<file path="src/rtl/instr_fetch_unit_pkg.sv">
// Shared types and constants for the instruction fetch unit.
// The optional performance counters are enabled with FETCH_PERF_CNT_EN.
package instr_fetch_unit_pkg;

    localparam int FETCH_XLEN  = 32;
    localparam int INSTR_BYTES = 4;

    typedef logic [31:0] instr_t;

    typedef struct packed {
        logic [FETCH_XLEN-1:0] pc;
        instr_t                instr;
    } fetch_entry_t;

    typedef enum logic [1:0] {
        FS_REQ   = 2'd0,
        FS_WAIT  = 2'd1,
        FS_FLUSH = 2'd2
    } fetch_state_t;

    function automatic logic [31:0] sat_inc32(input logic [31:0] v);
        return (v == 32'hFFFF_FFFF) ? v : (v + 32'd1);
    endfunction

endpackage

</file>
<file path="src/rtl/instr_fetch_unit_if.sv">
// Memory request/response, decode and redirect channels of the fetch unit.
// master is the fetch unit side; slave is the memory/core side.
interface instr_fetch_unit_if #(
    parameter int XLEN = 32
);
    import instr_fetch_unit_pkg::*;

    logic            imem_req_valid;
    logic            imem_req_ready;
    logic [XLEN-1:0] imem_req_addr;
    logic            imem_rsp_valid;
    instr_t          imem_rsp_data;
    logic            instr_valid;
    logic            instr_ready;
    instr_t          instr;
    logic [XLEN-1:0] instr_pc;
    logic            redirect_valid;
    logic [XLEN-1:0] redirect_pc;

    modport master (
        output imem_req_valid, imem_req_addr, instr_valid, instr, instr_pc,
        input  imem_req_ready, imem_rsp_valid, imem_rsp_data, instr_ready,
               redirect_valid, redirect_pc
    );

    modport slave (
        input  imem_req_valid, imem_req_addr, instr_valid, instr, instr_pc,
        output imem_req_ready, imem_rsp_valid, imem_rsp_data, instr_ready,
               redirect_valid, redirect_pc
    );

endinterface

</file>
<file path="src/rtl/instr_fetch_unit_fetch_queue.sv">
// Prefetch FIFO of {pc, instr} entries; flush wins over push and pop.
// DEPTH must be a power of two so the pointers wrap naturally.
module instr_fetch_unit_fetch_queue
    import instr_fetch_unit_pkg::*;
#(
    parameter int  DEPTH   = 4,
    parameter type entry_t = fetch_entry_t
) (
    input  logic                     clk,
    input  logic                     rst_n,
    input  logic                     push_i,
    input  entry_t                   push_data_i,
    input  logic                     pop_i,
    input  logic                     flush_i,
    output entry_t                   head_o,
    output logic [$clog2(DEPTH):0]   count_o
);

    localparam int            AW       = $clog2(DEPTH);
    localparam logic [AW:0]   FULL_CNT = (AW+1)'(DEPTH);

    entry_t        mem_q [DEPTH];
    logic [AW-1:0] wr_ptr_q, wr_ptr_d;
    logic [AW-1:0] rd_ptr_q, rd_ptr_d;
    logic [AW:0]   count_q, count_d;
    logic          do_push_s;
    logic          do_pop_s;

    // Qualify requests and compute next pointer/count values.
    always_comb begin
        do_push_s = push_i && !flush_i && (count_q != FULL_CNT);
        do_pop_s  = pop_i && !flush_i && (count_q != (AW+1)'(0));
        wr_ptr_d  = wr_ptr_q;
        rd_ptr_d  = rd_ptr_q;
        count_d   = count_q;
        if (flush_i) begin
            wr_ptr_d = AW'(0);
            rd_ptr_d = AW'(0);
            count_d  = (AW+1)'(0);
        end else begin
            if (do_push_s) begin
                wr_ptr_d = wr_ptr_q + AW'(1);
            end else begin
                wr_ptr_d = wr_ptr_q;
            end
            if (do_pop_s) begin
                rd_ptr_d = rd_ptr_q + AW'(1);
            end else begin
                rd_ptr_d = rd_ptr_q;
            end
            case ({do_push_s, do_pop_s})
                2'b10:   count_d = count_q + (AW+1)'(1);
                2'b01:   count_d = count_q - (AW+1)'(1);
                default: count_d = count_q;
            endcase
        end
    end

    // Pointer and occupancy registers.
    always_ff @(posedge clk or negedge rst_n) begin
        if (!rst_n) begin
            wr_ptr_q <= AW'(0);
            rd_ptr_q <= AW'(0);
            count_q  <= (AW+1)'(0);
        end else begin
            wr_ptr_q <= wr_ptr_d;
            rd_ptr_q <= rd_ptr_d;
            count_q  <= count_d;
        end
    end

    // Storage array; contents are only observed through a valid count.
    always_ff @(posedge clk) begin
        if (do_push_s) begin
            mem_q[wr_ptr_q] <= push_data_i;
        end
    end

    assign head_o  = mem_q[rd_ptr_q];
    assign count_o = count_q;

endmodule

</file>
<file path="src/rtl/instr_fetch_unit.sv">
// Instruction fetch unit: PC, single-outstanding request FSM, redirect handling
// and a prefetch queue toward decode. Define FETCH_PERF_CNT_EN for perf counters.
module instr_fetch_unit
    import instr_fetch_unit_pkg::*;
#(
    parameter int              XLEN     = 32,
    parameter int              DEPTH    = 4,
    parameter logic [XLEN-1:0] RESET_PC = {XLEN{1'b0}}
) (
    input  logic                clk,
    input  logic                reset,
    instr_fetch_unit_if.master  fetch_if
`ifdef FETCH_PERF_CNT_EN
    ,
    output logic [31:0]         perf_fetched,
    output logic [31:0]         perf_flushed
`endif
);

    localparam int              CW            = $clog2(DEPTH) + 1;
    localparam logic [CW-1:0]   CNT_DEPTH     = CW'(DEPTH);
    localparam logic [XLEN-1:0] PC_STEP       = XLEN'(INSTR_BYTES);
    localparam logic [XLEN-1:0] PC_ALIGN_MASK = {{(XLEN-2){1'b1}}, 2'b00};

    typedef struct packed {
        logic [XLEN-1:0] pc;
        instr_t          instr;
    } entry_t;

    fetch_state_t    state_q, state_d;
    logic [XLEN-1:0] pc_q, pc_d;
    logic [XLEN-1:0] addr_q, addr_d;
    logic            started_q;

    logic            req_valid_s;
    logic            req_fire_s;
    logic            instr_valid_s;
    logic            push_s;
    logic            pop_s;
    logic            flush_s;
    entry_t          push_data_s;
    entry_t          head_s;
    logic [CW-1:0]   count_s;

    // Request and decode handshake decoding, all from registered state.
    always_comb begin
        req_valid_s   = started_q && (state_q == FS_REQ) && (count_s < CNT_DEPTH);
        req_fire_s    = req_valid_s && fetch_if.imem_req_ready;
        instr_valid_s = (count_s != CW'(0));
        pop_s         = instr_valid_s && fetch_if.instr_ready && !fetch_if.redirect_valid;
        flush_s       = fetch_if.redirect_valid;
        push_data_s   = '{pc: addr_q, instr: fetch_if.imem_rsp_data};
    end

    // Next-state logic; a redirect overrides any push/pop in the same cycle.
    always_comb begin
        state_d = state_q;
        pc_d    = pc_q;
        addr_d  = addr_q;
        push_s  = 1'b0;
        if (fetch_if.redirect_valid) begin
            pc_d = fetch_if.redirect_pc & PC_ALIGN_MASK;
            case (state_q)
                FS_REQ:   state_d = req_fire_s ? FS_FLUSH : FS_REQ;
                FS_WAIT:  state_d = fetch_if.imem_rsp_valid ? FS_REQ : FS_FLUSH;
                FS_FLUSH: state_d = fetch_if.imem_rsp_valid ? FS_REQ : FS_FLUSH;
                default:  state_d = FS_REQ;
            endcase
        end else begin
            case (state_q)
                FS_REQ: begin
                    if (req_fire_s) begin
                        state_d = FS_WAIT;
                        pc_d    = pc_q + PC_STEP;
                        addr_d  = pc_q;
                    end else begin
                        state_d = FS_REQ;
                    end
                end
                FS_WAIT: begin
                    if (fetch_if.imem_rsp_valid) begin
                        push_s  = 1'b1;
                        state_d = FS_REQ;
                    end else begin
                        state_d = FS_WAIT;
                    end
                end
                // The response to a request made before the redirect is dropped here.
                FS_FLUSH: begin
                    if (fetch_if.imem_rsp_valid) begin
                        state_d = FS_REQ;
                    end else begin
                        state_d = FS_FLUSH;
                    end
                end
                default: state_d = FS_REQ;
            endcase
        end
    end

    // FSM, PC and outstanding-address registers.
    always_ff @(posedge clk or negedge reset) begin
        if (!reset) begin
            state_q   <= FS_REQ;
            pc_q      <= RESET_PC;
            addr_q    <= {XLEN{1'b0}};
            started_q <= 1'b0;
        end else begin
            state_q   <= state_d;
            pc_q      <= pc_d;
            addr_q    <= addr_d;
            started_q <= 1'b1;
        end
    end

    instr_fetch_unit_fetch_queue #(
        .DEPTH   (DEPTH),
        .entry_t (entry_t)
    ) u_fetch_queue (
        .clk         (clk),
        .rst_n       (reset),
        .push_i      (push_s),
        .push_data_i (push_data_s),
        .pop_i       (pop_s),
        .flush_i     (flush_s),
        .head_o      (head_s),
        .count_o     (count_s)
    );

    assign fetch_if.imem_req_valid = req_valid_s;
    assign fetch_if.imem_req_addr  = req_valid_s ? pc_q : {XLEN{1'b0}};
    assign fetch_if.instr_valid    = instr_valid_s;
    assign fetch_if.instr          = instr_valid_s ? head_s.instr : 32'h0000_0000;
    assign fetch_if.instr_pc       = instr_valid_s ? head_s.pc : {XLEN{1'b0}};

`ifdef FETCH_PERF_CNT_EN
    logic [31:0] perf_fetched_q;
    logic [31:0] perf_flushed_q;

    // Saturating counts of pushed responses and taken redirects.
    always_ff @(posedge clk or negedge reset) begin
        if (!reset) begin
            perf_fetched_q <= 32'h0000_0000;
            perf_flushed_q <= 32'h0000_0000;
        end else begin
            if (push_s) begin
                perf_fetched_q <= sat_inc32(perf_fetched_q);
            end
            if (fetch_if.redirect_valid) begin
                perf_flushed_q <= sat_inc32(perf_flushed_q);
            end
        end
    end

    assign perf_fetched = perf_fetched_q;
    assign perf_flushed = perf_flushed_q;
`endif

endmodule
</file>
<file path="src/flat_wrapper.sv">
// flat-port wrapper written by rule: the top's interface ports become plain ports
module instr_fetch_unit_flat import instr_fetch_unit_pkg::*;
#(
    parameter int              XLEN     = 32,
    parameter int              DEPTH    = 4,
    parameter logic [XLEN-1:0] RESET_PC = {XLEN{1'b0}}
)
  (clk, reset, fetch_if_imem_req_valid, fetch_if_imem_req_addr, fetch_if_instr_valid, fetch_if_instr, fetch_if_instr_pc, fetch_if_imem_req_ready, fetch_if_imem_rsp_valid, fetch_if_imem_rsp_data, fetch_if_instr_ready, fetch_if_redirect_valid, fetch_if_redirect_pc);
  instr_fetch_unit_if #(.XLEN(XLEN)) fetch_if_i ();
  input  logic clk;
  input  logic reset;
  output wire logic [$bits(fetch_if_i.imem_req_valid)-1:0] fetch_if_imem_req_valid;
  output wire logic [$bits(fetch_if_i.imem_req_addr)-1:0] fetch_if_imem_req_addr;
  output wire logic [$bits(fetch_if_i.instr_valid)-1:0] fetch_if_instr_valid;
  output wire logic [$bits(fetch_if_i.instr)-1:0] fetch_if_instr;
  output wire logic [$bits(fetch_if_i.instr_pc)-1:0] fetch_if_instr_pc;
  input wire logic [$bits(fetch_if_i.imem_req_ready)-1:0] fetch_if_imem_req_ready;
  input wire logic [$bits(fetch_if_i.imem_rsp_valid)-1:0] fetch_if_imem_rsp_valid;
  input wire logic [$bits(fetch_if_i.imem_rsp_data)-1:0] fetch_if_imem_rsp_data;
  input wire logic [$bits(fetch_if_i.instr_ready)-1:0] fetch_if_instr_ready;
  input wire logic [$bits(fetch_if_i.redirect_valid)-1:0] fetch_if_redirect_valid;
  input wire logic [$bits(fetch_if_i.redirect_pc)-1:0] fetch_if_redirect_pc;
  assign fetch_if_imem_req_valid = fetch_if_i.imem_req_valid;
  assign fetch_if_imem_req_addr = fetch_if_i.imem_req_addr;
  assign fetch_if_instr_valid = fetch_if_i.instr_valid;
  assign fetch_if_instr = fetch_if_i.instr;
  assign fetch_if_instr_pc = fetch_if_i.instr_pc;
  assign fetch_if_i.imem_req_ready = fetch_if_imem_req_ready;
  assign fetch_if_i.imem_rsp_valid = fetch_if_imem_rsp_valid;
  assign fetch_if_i.imem_rsp_data = fetch_if_imem_rsp_data;
  assign fetch_if_i.instr_ready = fetch_if_instr_ready;
  assign fetch_if_i.redirect_valid = fetch_if_redirect_valid;
  assign fetch_if_i.redirect_pc = fetch_if_redirect_pc;
  instr_fetch_unit #(.XLEN(XLEN), .DEPTH(DEPTH), .RESET_PC(RESET_PC)) u_core (.clk(clk), .reset(reset), .fetch_if(fetch_if_i));
endmodule
</file>
<file path="config.mk">
export PLATFORM = sky130hd
export DESIGN_NAME = instr_fetch_unit_flat
export DESIGN_NICKNAME = d
export VERILOG_FILES = /design/src/rtl/instr_fetch_unit_pkg.sv /design/src/rtl/instr_fetch_unit_if.sv /design/src/rtl/instr_fetch_unit_fetch_queue.sv /design/src/rtl/instr_fetch_unit.sv /design/src/flat_wrapper.sv
export SDC_FILE = /design/constraint.sdc
export NUM_CORES = 1
export LEC_CHECK = 0
export ABC_AREA = 0
export CORE_AREA = 2 2 160 162
export CTS_CLUSTER_SIZE = 12
export DETAILED_ROUTE_END_ITERATION = 10
export DIE_AREA = 0 0 162 164
export PLACE_DENSITY = 0.89
export SYNTH_ARGS = -nofsm -noshare
export SYNTH_HDL_FRONTEND = slang
export SYNTH_HIERARCHICAL = 1
export SYNTH_SLANG_ARGS = --single-unit
</file>
<file path="constraint.sdc">
create_clock -name clk -period 3.37 [get_ports clk]
set_input_delay 1.011 -clock clk [delete_from_list [all_inputs] [get_ports clk]]
set_output_delay 1.011 -clock clk [all_outputs]
set_load 0.02 [all_outputs]
</file>
# Yosys cells after proc, flatten, opt, wreduce, memory -nomap -nowiden
# Memories as Yosys holds them, arrays and structs flattened.
# Cells that the tools add are included.
# op_classes
add_sub_neg	5
magnitude_cmp	1
n_eq_ne	5
n_mux	24
n_bitwise	1
reduce_logical	20
# op_table
cell	n
$mux 32	6
$add 32x3->32 const B	1
$mux 2	7
$logic_and 1x1->1	9
$reduce_bool 2->1	4
$mux 1	7
$pmux 2 s3	1
$pmux 3 s2	1
$reduce_bool 3->1	2
$add 2x1->2 const B	2
$eq 2x1->1 const B	2
$eq 2x2->1 const B	2
$pmux 2 s2	1
$add 3x1->3 const B	1
$lt 3x3->1 const B	1
$mux 3	1
$ne 3x3->1 const B	1
$reduce_and 3->1	1
$sub 3x1->3 const B	1
$logic_not 2->1	1
$reduce_and 2->1	1
$reduce_or 2->1	1
$logic_not 1->1	1
$not 1->1	1
# totals
reg_bits	74
mem_bits_rw	256
in_bits	70
out_inout_bits	98
word_cells	64
memories	1
# memory_table
memory	depth	width	read_ports	rd_ports_with_merged_regs	wr	line	rtl
u_core.u_fetch_queue.mem_q	4	64	1	0	1	instr_fetch_unit_fetch_queue.sv:22	entry_t mem_q [DEPTH];

# Logic depth before layout (Yosys ltp)
# depth
depth_word	8
mapped_depth	12
mapped_depth_nobuf	10

# Cells and area by module
# The synthesis kept the hierarchy.
# by_module_without_submodules
module	n_inst	cells_each	area_each_um2
instr_fetch_unit_fetch_queue	1	397	9810.7
instr_fetch_unit	1	398	3728.6

# Least setup slack after synthesis
# No wires, ideal clock.
# synth_path
kind	input port to flip-flop
from	in fetch_if_redirect_valid
to	mem u_core/u_fetch_queue/mem_q[0][0] (netlist name), enable pin
setup_ns	0.393
arrival_time_ns	3.106
t_required_ns	2.977
setup_slack_ns	-0.129
path_stages	7
n_path_buf	3
cell_sequence	clkbuf_1 > inv_1 > clkbuf_1 > and3_1 > buf_2 > nor2b_1 > and3_2
# synth_via
elab_chain_len	5
word_cells_on_any_way	6
cone_classes	mux (3); reduce/logical (3)
# synth_lines
element	line	rtl
from (decl)	flat_wrapper.sv:21	input wire logic [$bits(fetch_if_i.redirect_valid)-1:0] fetch_if_redirect_valid;
$mux 1	instr_fetch_unit.sv:61	if (fetch_if.redirect_valid) begin
net u_core.push_s	instr_fetch_unit.sv:38	logic push_s;
$logic_and 1x1->1 (2 in series)	instr_fetch_unit_fetch_queue.sv:31	do_push_s = push_i && !flush_i && (count_q != FULL_CNT);
$mux 1	instr_fetch_unit_fetch_queue.sv:74	if (do_push_s) begin
$mux 1 (not written as such)	instr_fetch_unit_fetch_queue.sv:75	mem_q[wr_ptr_q] <= push_data_i;
to (decl)	instr_fetch_unit_fetch_queue.sv:22	
# The timed path passes the listed nets, and every way through them passes these cells.

==> results.ini <==
[run_status]
status = finished clean

[yosys]
synthesis.instances = 795
synth.cell_area_um2 = 13500
yosysUniqueCellTypes = 54
postSynthRegisterBits = 326
synth_ff_type = edfxtp_1
async_flop_share_pct = 21.5
ys_warn_count = 6
ys_seq_area_share_pct = 69.7
synth_area_per_cell_um2 = 17.0
synth_enable_flop_cells = 256

[global_routing]
use_met2_pct = 37.2
grt_overflow = 0
grt_pass1_vias = 7994
grt_busiest_layer = met2
antenna_found_initial = 0
met1_usage_pct = 29.2
grt_use_total_pct = 21.7
grt_pass1_wl_mm = 44.3
use_met3_pct = 4.09
grt_max_degree = 67

[timing]
report.final.hold_viol_count = 0
fmax_mhz = 305
hold_slack_ps = 511
finalClockSkew_ps = 14.2
min_period_ps = 3270
setup_viol = 0
tightest_slew_ps = 764
post-route-period-util_pct = 97.1
tns_ps = 0
slew-limit-headroom_pct = 49.1
setup_ws_ps = 96.5
finalMaxSlewViolations = 0
rsz0062_at_grt = no

[placed_design]
dp_slack_ps = 162
post_dp_cell_area_um2 = 15900
dp_cells = 1283
portBuffers = 163
gp_congestion = 0.825
dp_hpwl_mm = 17.8

[pwr]
power_mw = 8.91
p_leak_nw = 6.04
powerDensity_nw_per_um2 = 531
peakVddDrop_mv = 0.287

[floorplanning]
die_x_um = 162
start_util_pct = 54.6
die_h_um = 164
fp.dieArea_um2 = 26600
rows = 58
fp.coreArea_um2 = 24800
boundaryPins = 168

[cts]
holdBufCountCts = 0
path_clk_slew_ps = 60
cts.sinks = 326
root_buffer = clkbuf_16
cts_buffers = 35
htree_levels = 2
cts_tree = done
clk_path_buf_depth = 3
clkLatencyLatePin_ps = 510

[finish]
fin_util_pct = 67.6
finalNonFillerCells = 1345
num_antenna_cells = 0
nFillCells = 1631
layout_common_cells = edfxtp_1, and2_1, clkdlybuf4s50_1
drive_above_1_share_pct = 20.0
area_delta_synth_final_pct = 23.9
layout.nets = 1072
finish.instance_area_um2 = 16800
final_common_cell = edfxtp_1

[setup_path]
arrival_ps = 2260
startpoint_type = flip-flop
path_max_fanout = 24
crit_type = flip-flop to output pin
cp.required_ps = 2360
end_kind = output pin

[route]
drc = 0
firstDrtPassIters = 5
routed_wl_mm = 27.9
routedWlPerCell_um = 20.7
via_per_inst = 5.78
drtIter0Drc = 694
vias = 7772
ant_nets = 0

[worst_hold_path]
min_path_type = flip-flop to flip-flop

[run]
maxCapViolations = 0

-- power by group --
group	internal [mW]	switching [mW]	total (mW)
Combinational	0.297	0.299	0.596
Clock	2.04	1.42	3.45
Sequential	4.63	0.228	4.86
Total	6.97	1.94	8.91
-- repair_timing --
item | CTS | global route
pin swaps | 0 | 0
endpoints found under the setup margin | 90 | 30
gates resized for setup | 90 | 41
buffers inserted | 2 | 0
-- kinds of logic after synthesis --
family / after synthesis / share of synthesized area (%)
flops: 326 / 69.7
simple gates: 225 / 9.80
mux: 98 / 13.5
compound gates: 64 / 3.17
buf+inv: 59 / 2.09
xor+xnor: 11 / 0.712
fa+ha+maj: 10 / 0.980
other cells: 2 / 0.0555
-- synthesized netlist by cell type (all sizes together), types with 11 or more instances --
cell,n,area [µm²]
mux4,64,1440
nor3,11,55.1
nor2,26,97.6
mux2,32,364
and2,92,578
a31oi,18,113
or4,19,146
inv,11,41.3
nand2,27,101
edfxtp,256,7690
buf,25,155
dfrtp,70,1750
o31ai,14,105
o21ai,14,70.1
clkbuf,23,86.3
-- flip-flops by register name, summed over array words and instances, names as in the netlist --
signal / cells
u_core/started_q: 1
u_core/pc_q: 30
u_core/u_fetch_queue/wr_ptr_q: 2
u_core/u_fetch_queue/count_o: 3
u_core/u_fetch_queue/mem_q: 256
u_core/state_q: 2
u_core/addr_q: 30
u_core/u_fetch_queue/rd_ptr_q: 2
-- final timing paths --
check	startpoint	to	slack, ps	depth (start not counted)
setup reg to reg	u_core/u_fetch_queue/count_o[2]	u_core/u_fetch_queue/count_o[1]	700	9
hold reg to reg	u_core/addr_q[26]	u_core/u_fetch_queue/mem_q[0][58]	510	0
max in group asynchronous	reset	u_core/addr_q[21]	2150	2
hold / removal	u_core/addr_q[26]	u_core/u_fetch_queue/mem_q[0][58]	510	0
setup / recovery	u_core/u_fetch_queue/rd_ptr_q[0]	fetch_if_instr[0]	100	4
min in group asynchronous	reset	u_core/pc_q[3]	570	1
-- critical path: stages, from the launching register on --
cell and delay (ps):
dfrtp_4 510, buf_16 230, mux4_2 540, and2_1 150
dlygate4sd2_1 310
-- cell type report --
| class | instances | area (µm²) | area share [%] |
|---|---|---|---|
| multi-input combinational | 419 | 3870 | 23.1 |
| timing repair buffer | 199 | 1960 | 11.7 |
| tap | 330 | 413 | 2.46 |
| clock buffer | 48 | 946 | 5.64 |
| inverter | 11 | 41.3 | 0.246 |
| sequential | 326 | 9450 | 56.3 |
| clock inverter | 12 | 90.1 | 0.537 |
-- per-layer routing --
metal  wire length (µm)  up-vias
li1                   -     3486
met1              11500     3936
met2              14100      313
met3               1860       37
met4                420        0
met5                  0        -
No activity file was read; power rests on OpenSTA's default activity.
==> variant: new RTL, same flow settings <==
Re-encode `fetch_state_t` (3 states) as one-hot, 3 bits wide.
--- a/src/rtl/instr_fetch_unit_pkg.sv
+++ b/src/rtl/instr_fetch_unit_pkg.sv
@@ -12,10 +12,10 @@
         instr_t                instr;
     } fetch_entry_t;
 
-    typedef enum logic [1:0] {
-        FS_REQ   = 2'd0,
-        FS_WAIT  = 2'd1,
-        FS_FLUSH = 2'd2
+    typedef enum logic [2:0] {
+        FS_REQ   = 3'b001,
+        FS_WAIT  = 3'b010,
+        FS_FLUSH = 3'b100
     } fetch_state_t;
 
     function automatic logic [31:0] sat_inc32(input logic [31:0] v);
Behaviour: same outputs for any inputs over 4 cycles, from zero or initial values and one cycle with reset low; so few cycles prove little.
==> variant against the original RTL <==
- worst setup slack lost 38 ps
- synthesized area shrank 0.11%
- power shrank 0.88%
- fmax shrank 1.1%
- synthesized cell count shrank 2.3%
- combinational power shrank 18%
- global-route usage shrank 0.26 points
- routed wire length shrank 0.34%
- hold slack gained 3.6 ps
- count of clock-buffer cells in the layout grew 4
- sequential cell count grew 1
- design area grew 1.2%
- critical path depth grew 1
- critical path type unchanged
- critical endpoint is now fetch_if_instr_pc[11]
- largest cell class unchanged
- highest routed layer unchanged
==> variant: results (changes against the original RTL) <==
Run status
  – Status: finished, final reports clean

Min path
  – Min-Delay Path Class: primary input to async pin

Yosys
  – Compound-Gate Fraction of Synth Area: 1.83% (-1.3 points)
  – Synth top area cells: edfxtp_1 (57%), dfrtp_1 (13%), mux4_2 (11%)
  – Post-synthesis cell type count: 59 (+9.3%)
  – Post-synthesis mux area share: 13.7% (+0.26 points)
  – Sequential-to-total area share from yosys stat: 70.0% (+0.27 points)
  – Synth top cells by count: edfxtp_1 (256), and2_1 (94), dfrtp_1 (70), mux4_2 (64), nand2_1 (41)
  – Synth Area in XOR/XNOR: 2.07% (+1.4 points)
  – Number of synthesized flops with an enable pin: 256 (unchanged)
  – Post-synthesis async set-or-reset flop share: 21.7% (+0.24 points)
  – YS warnings: 6 (unchanged)
  – Top_reg_cell synth: edfxtp_1
  – Area share of fa/ha/maj cells after synthesis: 0.611% (-0.37 points)

Drt
  – DR iter-0 viols: 659 (-5.0%)
  – DR vias/cell: 5.62 (-2.7%)
  – WL/cell: 20.7 µm (about the same)

Global route
  – Vias in the first global route: 7752 (-3.0%)
  – Initial antenna violation count: 0 (unchanged)
  – Total Routing Usage GR: 21.4% (-0.26 points)
  – Pin count of the biggest net entering global routing: 72 (+7.5%)
  – First-pass GRT wire length: 43500 µm (-1.9%)

Finish
  – Share of layout cells above drive strength 1: 22.5% (+2.5 points)
  – Ant diodes: 0 (unchanged)
  – Final-layout fill cell count: 1662 (+1.9%)
  – Fin nets: 1063 (-0.84%)

Place
  – Worst slack, placed: 143 ps (-19.0 ps)
  – RD Place Congestion: 0.844 (+2.2%)
  – PortBufs: 163 (unchanged)
  – DP Wirelength: 17900 µm (+0.16%)
  – Placed Area: 15800 µm² (-0.19%)

Timing
  – Final hold slack: 515 ps (+3.58 ps)
  – Max-slew headroom: 52.4% (+3.4 points)
  – Worst clock skew: 17.5 ps (+3.36 ps)
  – Tmin final: 3310 ps (+37.8 ps)

Worst setup path
  – Worst R2R Start: u_core/u_fetch_queue/count_o[2]
  – Worst Path Max Fanout: 9 (-63%)
  – Critical path launch point: u_core/u_fetch_queue/rd_ptr_q[0]
  – Arr. time, crit path: 2300 ps (+40 ps)
  – Reg2reg setup slack: 680 ps (-20 ps)

Clocking
  – Root Buffer: clkbuf_16
  – Worst-skew pair later-pin latency: 500 ps
  – Cts bufs inserted: 35 (unchanged)
  – Clock buffer depth: 3 (unchanged)

Pwr
  – Peak VDD IR: 0.000360 V (+26%)
  – Static leakage: 6.36 nW (+5.3%)
==> variant: cell types whose count changed after synthesis, moves of 4 or more <==
cell / before / now
or4_1: 18 / 2
nor2_1: 26 / 11
buf_2: 10 / 14
xor2_1: 5 / 19
or3_1: 5 / 1
nor4_4: 0 / 4
o21ai_1: 0 / 8
nand2_1: 27 / 41
o31ai_1: 14 / 1
a31oi_1: 18 / 0
ha_1: 9 / 5
xnor2_1: 6 / 13
o21ai_0: 14 / 19
inv_1: 11 / 6
==> variant: routing by layer <==
metal  vias to the layer above  wire length, µm  track usage, %
li1                       3384                -               -
met3                        54             1710            4.12
met1                      3818            11600            29.3
met2                       286            13800            35.7
met5                         -                0               0
met4                         0              634            5.83
==> variant: cells by family (layout without fill, tap and decap cells) <==
logic type                 count (synthesis)  after routing
DFF                                      327            327
adders and majority gates                  6              6
muxes                                    101            101
and+or+nand+nor                          215            215
other                                      2             11
AOI/OAI and AO/OA                         41             41
buffers and inverters                     53            278
xor gates and xnor gates                  32             32
==> variant: repair_timing <==
action,4_1_cts,5_1_grt
gates resized for setup,117,14
buffers inserted,11,2
cloned,1,0
setup endpoints to repair,88,36
pin swaps,1,0
==> variant: power breakdown <==
group | internal (mW) | total [mW] | switching [mW]
registers | 4.63 | 4.86 | 0.222
logic | 0.263 | 0.488 | 0.225
clock network | 2.04 | 3.49 | 1.45
total | 6.94 | 8.83 | 1.90
==> variant: final cells by class <==
type	count	share of cell area, %
clock buffer	52	5.85
tap	330	2.43
clock inverter	9	0.324
timing repair buffer	211	12.7
multi-input combinational	406	22.7
sequential	327	55.8
inverter	6	0.133
==> variant: metrics by stage <==
step | util, % | std cells
floorplan | - | 786
global placement | 63.8 | 1266
detailed placement | 63.8 | 1266
CTS | 68.2 | 1339
global route | 68.4 | 1341
finish | 68.4 | 1341
==> variant: final timing paths <==
check | endpoint
min in group clk | u_core/u_fetch_queue/mem_q[3][59]
max in group asynchronous | u_core/u_fetch_queue/rd_ptr_q[0]
max | fetch_if_instr_pc[11]
min | u_core/state_q[2]
max reg2reg | u_core/u_fetch_queue/count_o[1]
min reg2reg | u_core/u_fetch_queue/mem_q[3][59]
==> variant: critical path, stage by stage, from the launching register on <==
cell	delay (ps)
dfrtp_4	450
buf_4	140
buf_6	170
mux4_2	510
and2_1	190
dlygate4sd2_1	330
